===== config.mk =====
export PLATFORM = sky130hd
export DESIGN_NAME = alu_exec_stage
export DESIGN_NICKNAME = d
export VERILOG_FILES = /design/src/rtl/alu_pkg.sv /design/src/rtl/alu_exec_stage_serial_shifter.sv /design/src/rtl/alu_exec_stage.sv
export SDC_FILE = /design/constraint.sdc
export NUM_CORES = 1
export LEC_CHECK = 0
export ABC_CLOCK_PERIOD_IN_PS = 2600
export CAP_MARGIN = 20
export CORE_UTILIZATION = 40
export CTS_CLUSTER_SIZE = 10
export DETAILED_ROUTE_END_ITERATION = 8
export HOLD_SLACK_MARGIN = 0.12
export PLACE_DENSITY_LB_ADDON = 0.12
export SETUP_SLACK_MARGIN = 0.05
export SYNTH_ARGS = -nofsm -noshare
export SYNTH_HDL_FRONTEND = slang
export SYNTH_SLANG_ARGS = --single-unit

===== constraint.sdc =====
create_clock -name clk -period 2.6 [get_ports clk]
set_clock_uncertainty 0.2 [all_clocks]
set_input_delay 0.52 -clock clk [delete_from_list [all_inputs] [get_ports clk]]
set_output_delay 0.52 -clock clk [all_outputs]
set_load 0.05 [all_outputs]

===== src/rtl/alu_pkg.sv =====
// Shared ALU definitions: control codes agreed with the control unit,
// default widths and the execute-stage FSM state type.
package alu_pkg;

  localparam int XLEN_DEF    = 32;
  localparam int SHAMT_W_DEF = 5;

  localparam logic [3:0] ALU_NOP   = 4'b0000;
  localparam logic [3:0] ALU_ADD   = 4'b0001;
  localparam logic [3:0] ALU_ADDI  = 4'b0010;
  localparam logic [3:0] ALU_SLL   = 4'b0011;
  localparam logic [3:0] ALU_SLT   = 4'b0100;
  localparam logic [3:0] ALU_SLTU  = 4'b0101;
  localparam logic [3:0] ALU_XOR   = 4'b0110;
  localparam logic [3:0] ALU_SRL   = 4'b0111;
  localparam logic [3:0] ALU_PASSB = 4'b1000;
  localparam logic [3:0] ALU_OR    = 4'b1001;
  localparam logic [3:0] ALU_AND   = 4'b1010;

  typedef enum logic {
    IDLE  = 1'b0,
    SHIFT = 1'b1
  } state_t;

  function automatic logic is_shift(input logic [3:0] code);
    return (code == ALU_SLL) || (code == ALU_SRL);
  endfunction

endpackage


===== src/rtl/alu_exec_stage_serial_shifter.sv =====
// One-bit-per-cycle shifter used for shifts of two or more positions.
// The first bit is applied at load, so the counter starts at amount-1.
module serial_shifter
  import alu_pkg::*;
#(
  parameter int XLEN    = XLEN_DEF,
  parameter int SHAMT_W = SHAMT_W_DEF
) (
  input  logic               clk,
  input  logic               rst_n,
  input  logic               clear,
  input  logic               load,
  input  logic [XLEN-1:0]    value,
  input  logic [SHAMT_W-1:0] amount,
  input  logic               direction,
  output logic               busy,
  output logic               done,
  output logic [XLEN-1:0]    shifted
);

  localparam logic [SHAMT_W-1:0] ONE = SHAMT_W'(1);

  logic [XLEN-1:0]    work;
  logic [SHAMT_W-1:0] count;
  logic               dir_right;

  // shifted is the next work value; on the done cycle it is the final result
  assign shifted = dir_right ? (work >> 1) : (work << 1);
  assign busy    = (count != '0);
  assign done    = (count == ONE);

  always_ff @(posedge clk or negedge rst_n) begin
    if (!rst_n) begin
      work      <= '0;
      count     <= '0;
      dir_right <= 1'b0;
    end else if (clear) begin
      count <= '0;
    end else if (load) begin
      work      <= direction ? (value >> 1) : (value << 1);
      count     <= amount - ONE;
      dir_right <= direction;
    end else if (busy) begin
      work  <= shifted;
      count <= count - ONE;
    end
  end

endmodule


===== src/rtl/alu_exec_stage.sv =====
// Execute stage: single-cycle ALU plus a serial shifter, with a valid/ready
// input and a result register that holds until writeback accepts it.
module alu_exec_stage
  import alu_pkg::*;
#(
  parameter int XLEN    = XLEN_DEF,
  parameter int SHAMT_W = SHAMT_W_DEF
) (
  input  logic            clk,
  input  logic            rst_n,
  input  logic            flush,
  input  logic            in_valid,
  output logic            in_ready,
  input  logic [3:0]      ctrl_sig,
  input  logic [XLEN-1:0] op_a,
  input  logic [XLEN-1:0] op_b,
  output logic            out_valid,
  input  logic            out_ready,
  output logic [XLEN-1:0] result,
  output logic            illegal
);

  state_t             state, state_nx;
  logic [SHAMT_W-1:0] shamt;
  logic               accept, shift_long, wr_fast, wr_shift;
  logic [XLEN-1:0]    alu_res, sh_value;
  logic               alu_ill, sh_busy, sh_done;

  assign shamt      = op_b[SHAMT_W-1:0];
  assign shift_long = is_shift(ctrl_sig) && (shamt[SHAMT_W-1:1] != '0);
  assign in_ready   = (state == IDLE) && (!out_valid || out_ready) && !flush;
  assign accept     = in_valid && in_ready;
  assign wr_fast    = accept && !shift_long;
  assign wr_shift   = (state == SHIFT) && sh_done && !flush;

  // Shifts by 0 or 1 are cheap enough to finish here without the serial path
  always_comb begin
    alu_res = '0;
    alu_ill = 1'b0;
    case (ctrl_sig)
      ALU_NOP:           alu_res = '0;
      ALU_ADD, ALU_ADDI: alu_res = op_a + op_b;
      ALU_SLL:           alu_res = shamt[0] ? (op_a << 1) : op_a;
      ALU_SLT:           alu_res = {{(XLEN-1){1'b0}}, ($signed(op_a) < $signed(op_b))};
      ALU_SLTU:          alu_res = {{(XLEN-1){1'b0}}, (op_a < op_b)};
      ALU_XOR:           alu_res = op_a ^ op_b;
      ALU_SRL:           alu_res = shamt[0] ? (op_a >> 1) : op_a;
      ALU_PASSB:         alu_res = op_b;
      ALU_OR:            alu_res = op_a | op_b;
      ALU_AND:           alu_res = op_a & op_b;
      default:           alu_ill = 1'b1;
    endcase
  end

  serial_shifter #(
    .XLEN    (XLEN),
    .SHAMT_W (SHAMT_W)
  ) u_shifter (
    .clk       (clk),
    .rst_n     (rst_n),
    .clear     (flush),
    .load      (accept && shift_long),
    .value     (op_a),
    .amount    (shamt),
    .direction (ctrl_sig == ALU_SRL),
    .busy      (sh_busy),
    .done      (sh_done),
    .shifted   (sh_value)
  );

  always_ff @(posedge clk or negedge rst_n) begin
    if (!rst_n) state <= IDLE;
    else        state <= state_nx;
  end

  // An idle shifter while in SHIFT can only mean a lost operation, so fall back to IDLE
  always_comb begin
    state_nx = state;
    case (state)
      IDLE:    if (accept && shift_long) state_nx = SHIFT;
      SHIFT:   if (sh_done || !sh_busy)  state_nx = IDLE;
      default: state_nx = IDLE;
    endcase
    if (flush) state_nx = IDLE;
  end

  always_ff @(posedge clk or negedge rst_n) begin
    if (!rst_n) begin
      out_valid <= 1'b0;
      result    <= '0;
      illegal   <= 1'b0;
    end else if (flush) begin
      out_valid <= 1'b0;
    end else if (wr_fast) begin
      out_valid <= 1'b1;
      result    <= alu_res;
      illegal   <= alu_ill;
    end else if (wr_shift) begin
      out_valid <= 1'b1;
      result    <= sh_value;
      illegal   <= 1'b0;
    end else if (out_ready) begin
      out_valid <= 1'b0;
    end
  end

endmodule


# After elaboration in Yosys (flattened, before gate mapping)
# Index checks and enable logic that the tools add are counted.
# word_totals
n_memories,0
latch_bits,0
ff_bits,73
ram_bits,0
output_inout_bits,35
romBits,0
# op_classes
n_div,0
n_mux,23
add_sub_neg,3
order_cmp,2
n_eq_ne,11
n_reduce_logical,27
multipliers,0
bitwise,5
shift,0
# op_table
cell,count
$pmux 32 s9,1
$mux 32,8
$lt 32x32->1,2
$add 32x32->32,1
$and 32x32->32,1
$or 32x32->32,1
$xor 32x32->32,1
$eq 4x3->1 const B,4
$mux 5,3
$eq 4x4->1 const B,3
$reduce_or 11->1,1
$mux 1,10
$sub 5x1->5 const B,2
$eq 4x2->1 const B,2
$logic_and 1x1->1,8
$reduce_bool 4->1,2
$reduce_and 2->1,3
$eq 5x1->1 const B,1
$reduce_bool 5->1,1
$eq 4x1->1 const B,1
$logic_not 1->1,4
$logic_not 4->1,1
$reduce_bool 2->1,2
$logic_or 1x1->1,3
4 further kinds,5

# Longest topological paths before layout
# logic_depth
depth_word,9
mapped_depth,12

# Cells and area by module
# Synthesis repeated with hierarchy kept, for this count alone.
# unflattened
cells_unflattened,1162
hier_area_um2,9590.4
# by_module_without_submodules
module,cells_each,area_per_inst_um2,instances
alu_exec_stage,910,6747.7,1
serial_shifter,252,2842.7,1

# Least setup slack after synthesis
# No wires, ideal clock.
# synth_path
path_kind,register to register
from,register out_valid
to,register result[0]
required_ns,2.274
path_stages_with_launch,11
slack_ns,-0.505
t_arrival_ns,2.779
path_cell_list,dfrtp_1 -> nand2b_1 -> nor3b_2 -> nand2_1 -> or2_1 -> buf_2 -> a21oi_2 -> o21ai_1 -> o21ai_0 -> o21ai_0 -> a311o_1
# synth_via
elab_chain_len,8
# synth_lines
element,line,text
from (decl),alu_exec_stage.sv:17,"output logic out_valid,"
from (signal assigned),alu_exec_stage.sv:89,out_valid <= 1'b0;
from (signal assigned),alu_exec_stage.sv:93,out_valid <= 1'b0;
from (signal assigned),alu_exec_stage.sv:95,out_valid <= 1'b1;
$logic_not 1->1 *,alu_exec_stage.sv:31,assign in_ready = (state == IDLE) && (!out_valid || out_ready) && !flush;
$logic_or 1x1->1 *,alu_exec_stage.sv:31,
$logic_and 1x1->1 * (2 in series),alu_exec_stage.sv:31,
via in_ready,alu_exec_stage.sv:13,"output logic in_ready,"
$logic_and 1x1->1 *,alu_exec_stage.sv:32,assign accept = in_valid && in_ready;
$logic_and 1x1->1 *,alu_exec_stage.sv:33,assign wr_fast = accept && !shift_long;
$reduce_bool 2->1 (no source line),n/a,
$reduce_and 2->1 (no source line),n/a,
to (signal assigned),alu_exec_stage.sv:96,result <= alu_res;
to (signal assigned),alu_exec_stage.sv:100,result <= sh_value;
to (decl),alu_exec_stage.sv:19,"output logic [XLEN-1:0] result,"
# Mark *: on every way through the listed nets, which the timed path passes. The rest lies on a longest branch.
# A chain may end at the register's enable or synchronous reset.

# Worst setup path after layout
# layout_path
from,input op_a[11]
to,register result[30]
# layout_via
elab_chain_len,3
# layout_lines
element,line,text
from (decl),alu_exec_stage.sv:15,"input logic [XLEN-1:0] op_a,"
$add 32x32->32,alu_exec_stage.sv:42,"ALU_ADD, ALU_ADDI: alu_res = op_a + op_b;"
$pmux 32 s9,alu_exec_stage.sv:40,case (ctrl_sig)
$mux 32,alu_exec_stage.sv:94,end else if (wr_fast) begin
# No other way between the ends.

==> flow_results.xml <==
<?xml version="1.0" encoding="UTF-8"?>
<metrics>
  <group name="run_status">
    <metric name="run_status" unit="">finished, violations left</metric>
    <metric name="failed_checks" unit="">setup timing</metric>
  </group>
  <group name="grt">
    <metric name="largest_net_degree_at_the_start_of_global_routing" unit="">39</metric>
    <metric name="globalRouteOverflowTotal" unit="">0</metric>
    <metric name="grt_antenna_before_repair" unit="">0</metric>
    <metric name="grt_pass1_vias" unit="">10670</metric>
    <metric name="grtUsageTotal" unit="">0.3384</metric>
    <metric name="grt_first_pass_wirelength" unit="mm">57.86</metric>
  </group>
  <group name="die">
    <metric name="top_level_ports" unit="">108</metric>
    <metric name="initial_core_util" unit="">0.4093</metric>
    <metric name="die-height" unit="µm">149.1</metric>
    <metric name="core-area" unit="µm²">21150</metric>
    <metric name="die_width" unit="µm">149.1</metric>
    <metric name="fp-row-count" unit="">53</metric>
    <metric name="floorplan.die_area" unit="µm²">22240</metric>
  </group>
  <group name="worst_setup_path">
    <metric name="path_class" unit="">in -&gt; reg</metric>
    <metric name="slowest_stage" unit="">a221oi_4</metric>
    <metric name="critPathArrivalTime" unit="ns">2.91</metric>
    <metric name="worst_path_max_fanout" unit="">3</metric>
    <metric name="worstSetupEndpointType" unit="">flop</metric>
    <metric name="setup.worst_path.start_class" unit="">input port</metric>
    <metric name="cpPeakStageDelay" unit="ns">0.32</metric>
    <metric name="timing.critical_path.cells" unit="">buf_2, inv_2, ha_4, a21oi_4, o22ai_2, a221oi_4, o211ai_1, a211oi_2, buf_4, o311ai_4, xor2_1, a221oi_2, o22ai_1</metric>
    <metric name="required" unit="ns">2.61</metric>
  </group>
  <group name="synth">
    <metric name="syn-instance-count" unit="">1169</metric>
    <metric name="postSynthNetCount" unit="">1344</metric>
    <metric name="synth_top_cell_by_area" unit="">dfrtp_1</metric>
    <metric name="yosysUniqueCellTypes" unit="">70</metric>
    <metric name="ys_seq_elements" unit="">73</metric>
    <metric name="ys_top_cells_by_area" unit="">dfrtp_1 21%, ha_1 15%, nand2_1 8.0%</metric>
    <metric name="syn_area_per_cell" unit="µm²">7.407</metric>
    <metric name="synth.top_cell.area_share" unit="">0.2110</metric>
    <metric name="yosysMostFrequentCell" unit="">nand2_1</metric>
    <metric name="synth-async-reset-ratio" unit="">1.000</metric>
    <metric name="synth_flop_cell" unit="">dfrtp_1</metric>
    <metric name="netlist_area_pre_place" unit="µm²">8658</metric>
    <metric name="yosys_warnings" unit="">0</metric>
    <metric name="synth_common_cells" unit="">185 x nand2_1, 132 x o21ai_0, 101 x ha_1</metric>
    <metric name="synth_sequential_area_ratio" unit="">0.2110</metric>
    <metric name="number_of_enable_type_register_cells_in_the_synthesized_netlist" unit="">0</metric>
  </group>
  <group name="timing">
    <metric name="max_slew_margin" unit="">0.5786</metric>
    <metric name="report.final.setup_viol" unit="">19</metric>
    <metric name="setup_repair_after_global_routing_missed_its_margin" unit="">yes</metric>
    <metric name="max_clock_freq" unit="MHz">345.1</metric>
    <metric name="timing_worst_slew_pin_value" unit="ns">0.6301</metric>
    <metric name="timing_max_transition_violations_final" unit="">0</metric>
    <metric name="period_minus_slack" unit="ns">2.897</metric>
    <metric name="post-route-period-util" unit="">1.114</metric>
    <metric name="hold_violations" unit="">0</metric>
    <metric name="finalWorstSetupSlack" unit="ns">-0.2974</metric>
    <metric name="setup_tns" unit="ns">-2.715</metric>
  </group>
  <group name="layout">
    <metric name="num_antenna_cells" unit="">0</metric>
    <metric name="layout.nets" unit="">1804</metric>
    <metric name="layout-drive-gt1-share" unit="">0.4523</metric>
    <metric name="final_cell_count_no_fill" unit="">1909</metric>
    <metric name="final_core_util" unit="">0.7023</metric>
    <metric name="syn_to_final_growth" unit="%">71.59</metric>
  </group>
  <group name="power">
    <metric name="vdd.ir_drop.worst" unit="V">0.0003564</metric>
    <metric name="cellPowerDensity" unit="nW/µm²">533.9</metric>
    <metric name="leakagePower" unit="nW">6.712</metric>
  </group>
  <group name="clock_network">
    <metric name="clock-root-buffer" unit="">clkbuf_16</metric>
    <metric name="clock_sinks" unit="">73</metric>
    <metric name="cts-buffers-inserted" unit="">9</metric>
    <metric name="clk_pin_slew_worst_paths" unit="ns">0.06</metric>
    <metric name="cts-root-to-sink-buffers" unit="">2</metric>
    <metric name="clk_latency" unit="ns">0.34</metric>
    <metric name="tritoncts" unit="">yes</metric>
    <metric name="clock_tree.htree_level_count" unit="">3</metric>
  </group>
  <group name="placed_design">
    <metric name="port_buffers" unit="">107</metric>
    <metric name="dp_hpwl" unit="mm">27.86</metric>
    <metric name="placedCellCount" unit="">1825</metric>
    <metric name="place.gp.congestion" unit="">0.9744</metric>
  </group>
  <group name="detailed_routing">
    <metric name="detail_route.vias_per_cell" unit="">5.866</metric>
    <metric name="detail-route-antenna-nets" unit="">0</metric>
    <metric name="drc" unit="">0</metric>
    <metric name="first_iter_violations" unit="">1156</metric>
    <metric name="wl_per_cell" unit="µm">20.50</metric>
    <metric name="drtPass1Iterations" unit="">8</metric>
    <metric name="overall_via_count_from_detail_route" unit="">11200</metric>
    <metric name="wirelength" unit="mm">39.13</metric>
  </group>
  <group name="worst_hold_path">
    <metric name="min_delay_path_class" unit="">reg -&gt; reg</metric>
  </group>
  <group name="flow_run">
    <metric name="timing.max_cap.violations" unit="">0</metric>
  </group>
</metrics>
[state kept, by name (all words and copies together), names as in the netlist]
signal               flops
u_shifter.dir_right      1
u_shifter.count          5
state                    1
illegal                  1
result                  32
out_valid                1
u_shifter.work          32
[worst max-delay path: cells and delay by family]
family	cells	cell delay, ns
xor gates and xnor gates	1	0.17
AOI/OAI and AO/OA	8	1.57
buffers and inverters	3	0.41
adders and majority gates	1	0.23
[where the power goes]
group	internal (W)	switching, W	leakage (nW)
registers	0.00155	0.000370	0.934
logic	0.00201	0.00260	5.63
clock network	0.000851	0.000551	0.153
[metrics by stage]
stage | setup slack (ns) | hold slack [ns] | total power (W) | cell area, µm²
floorplan | -0.2783 | 0.02441 | 0.004235 | 9029
global placement | -1.128 | 0.2671 | 0.005925 | 12910
detailed placement | -1.136 | 0.2704 | 0.005997 | 12910
CTS | -0.2083 | 0.2833 | 0.007669 | 14400
global route | -0.3114 | 0.3066 | 0.008341 | 14860
finish | -0.2974 | 0.2813 | 0.007931 | 14860
[path summary, 6_finish.rpt]
kind | start | endpoint | slack (ns) | cells past startpoint
worst max-delay path | op_a[11] | result[30] | -0.30 | 13
worst min-delay path | u_shifter.work[31] | u_shifter.work[31] | 0.28 | 2
worst max register to register | out_valid | result[14] | 0.39 | 10
worst min register to register | u_shifter.work[31] | u_shifter.work[31] | 0.28 | 2
max in group asynchronous | rst_n | u_shifter.work[18] | 1.11 | 3
min in group asynchronous | rst_n | state | 0.49 | 2
[final cells by class]
class                           count  area (µm²)
Inverter                           91       379.1
Tap cell                          275       344.1
Clock inverter                      7       101.3
Fill cell                        1634        6297
Timing Repair Buffer              535        4478
Clock buffer                        9       225.2
Multi-Input combinational cell    919        7501
Sequential cell                    73        1828
[cell families (layout without fill, tap and decap cells)]
kind of cell               after synthesis  count (layout)  synth area share
adders and majority gates              102             102            0.1483
muxes                                   36              36           0.04321
DFF                                     73              73            0.2110
AOI/OAI and AO/OA                      419             419            0.3181
and+or+nand+nor                        331             331            0.1673
buffers and inverters                  177             642           0.08078
xor gates and xnor gates                31              31           0.03136
[metal layers]
layer,track usage,routed length [µm],vias up
met5,0,0,-
met4,0.1224,1325,0
met3,0.05046,3742,119
met2,0.5277,17550,667
met1,0.4714,16510,5297
li1,-,-,5115
[cells in the final DEF, fill, tap and decap left out, types with 38 or more instances in the layout]
master and count:
a21oi_1 53, buf_4 381, buf_6 40, clkdlybuf4s50_1 39, dfrtp_1 72, ha_1 54
ha_4 39, inv_1 38, inv_2 42, nand2_1 177, nor2_1 45, o21ai_0 102
[timing repair]
action                     in CTS  in global routing
hold endpoints to repair       35                  0
gates resized for setup       352                131
setup endpoints to repair      71                 47
hold buffers                    1                  0
setup buffers                  52                 21
pin swaps                     103                 83
Note: power is estimated with default switching activity, not from simulation.
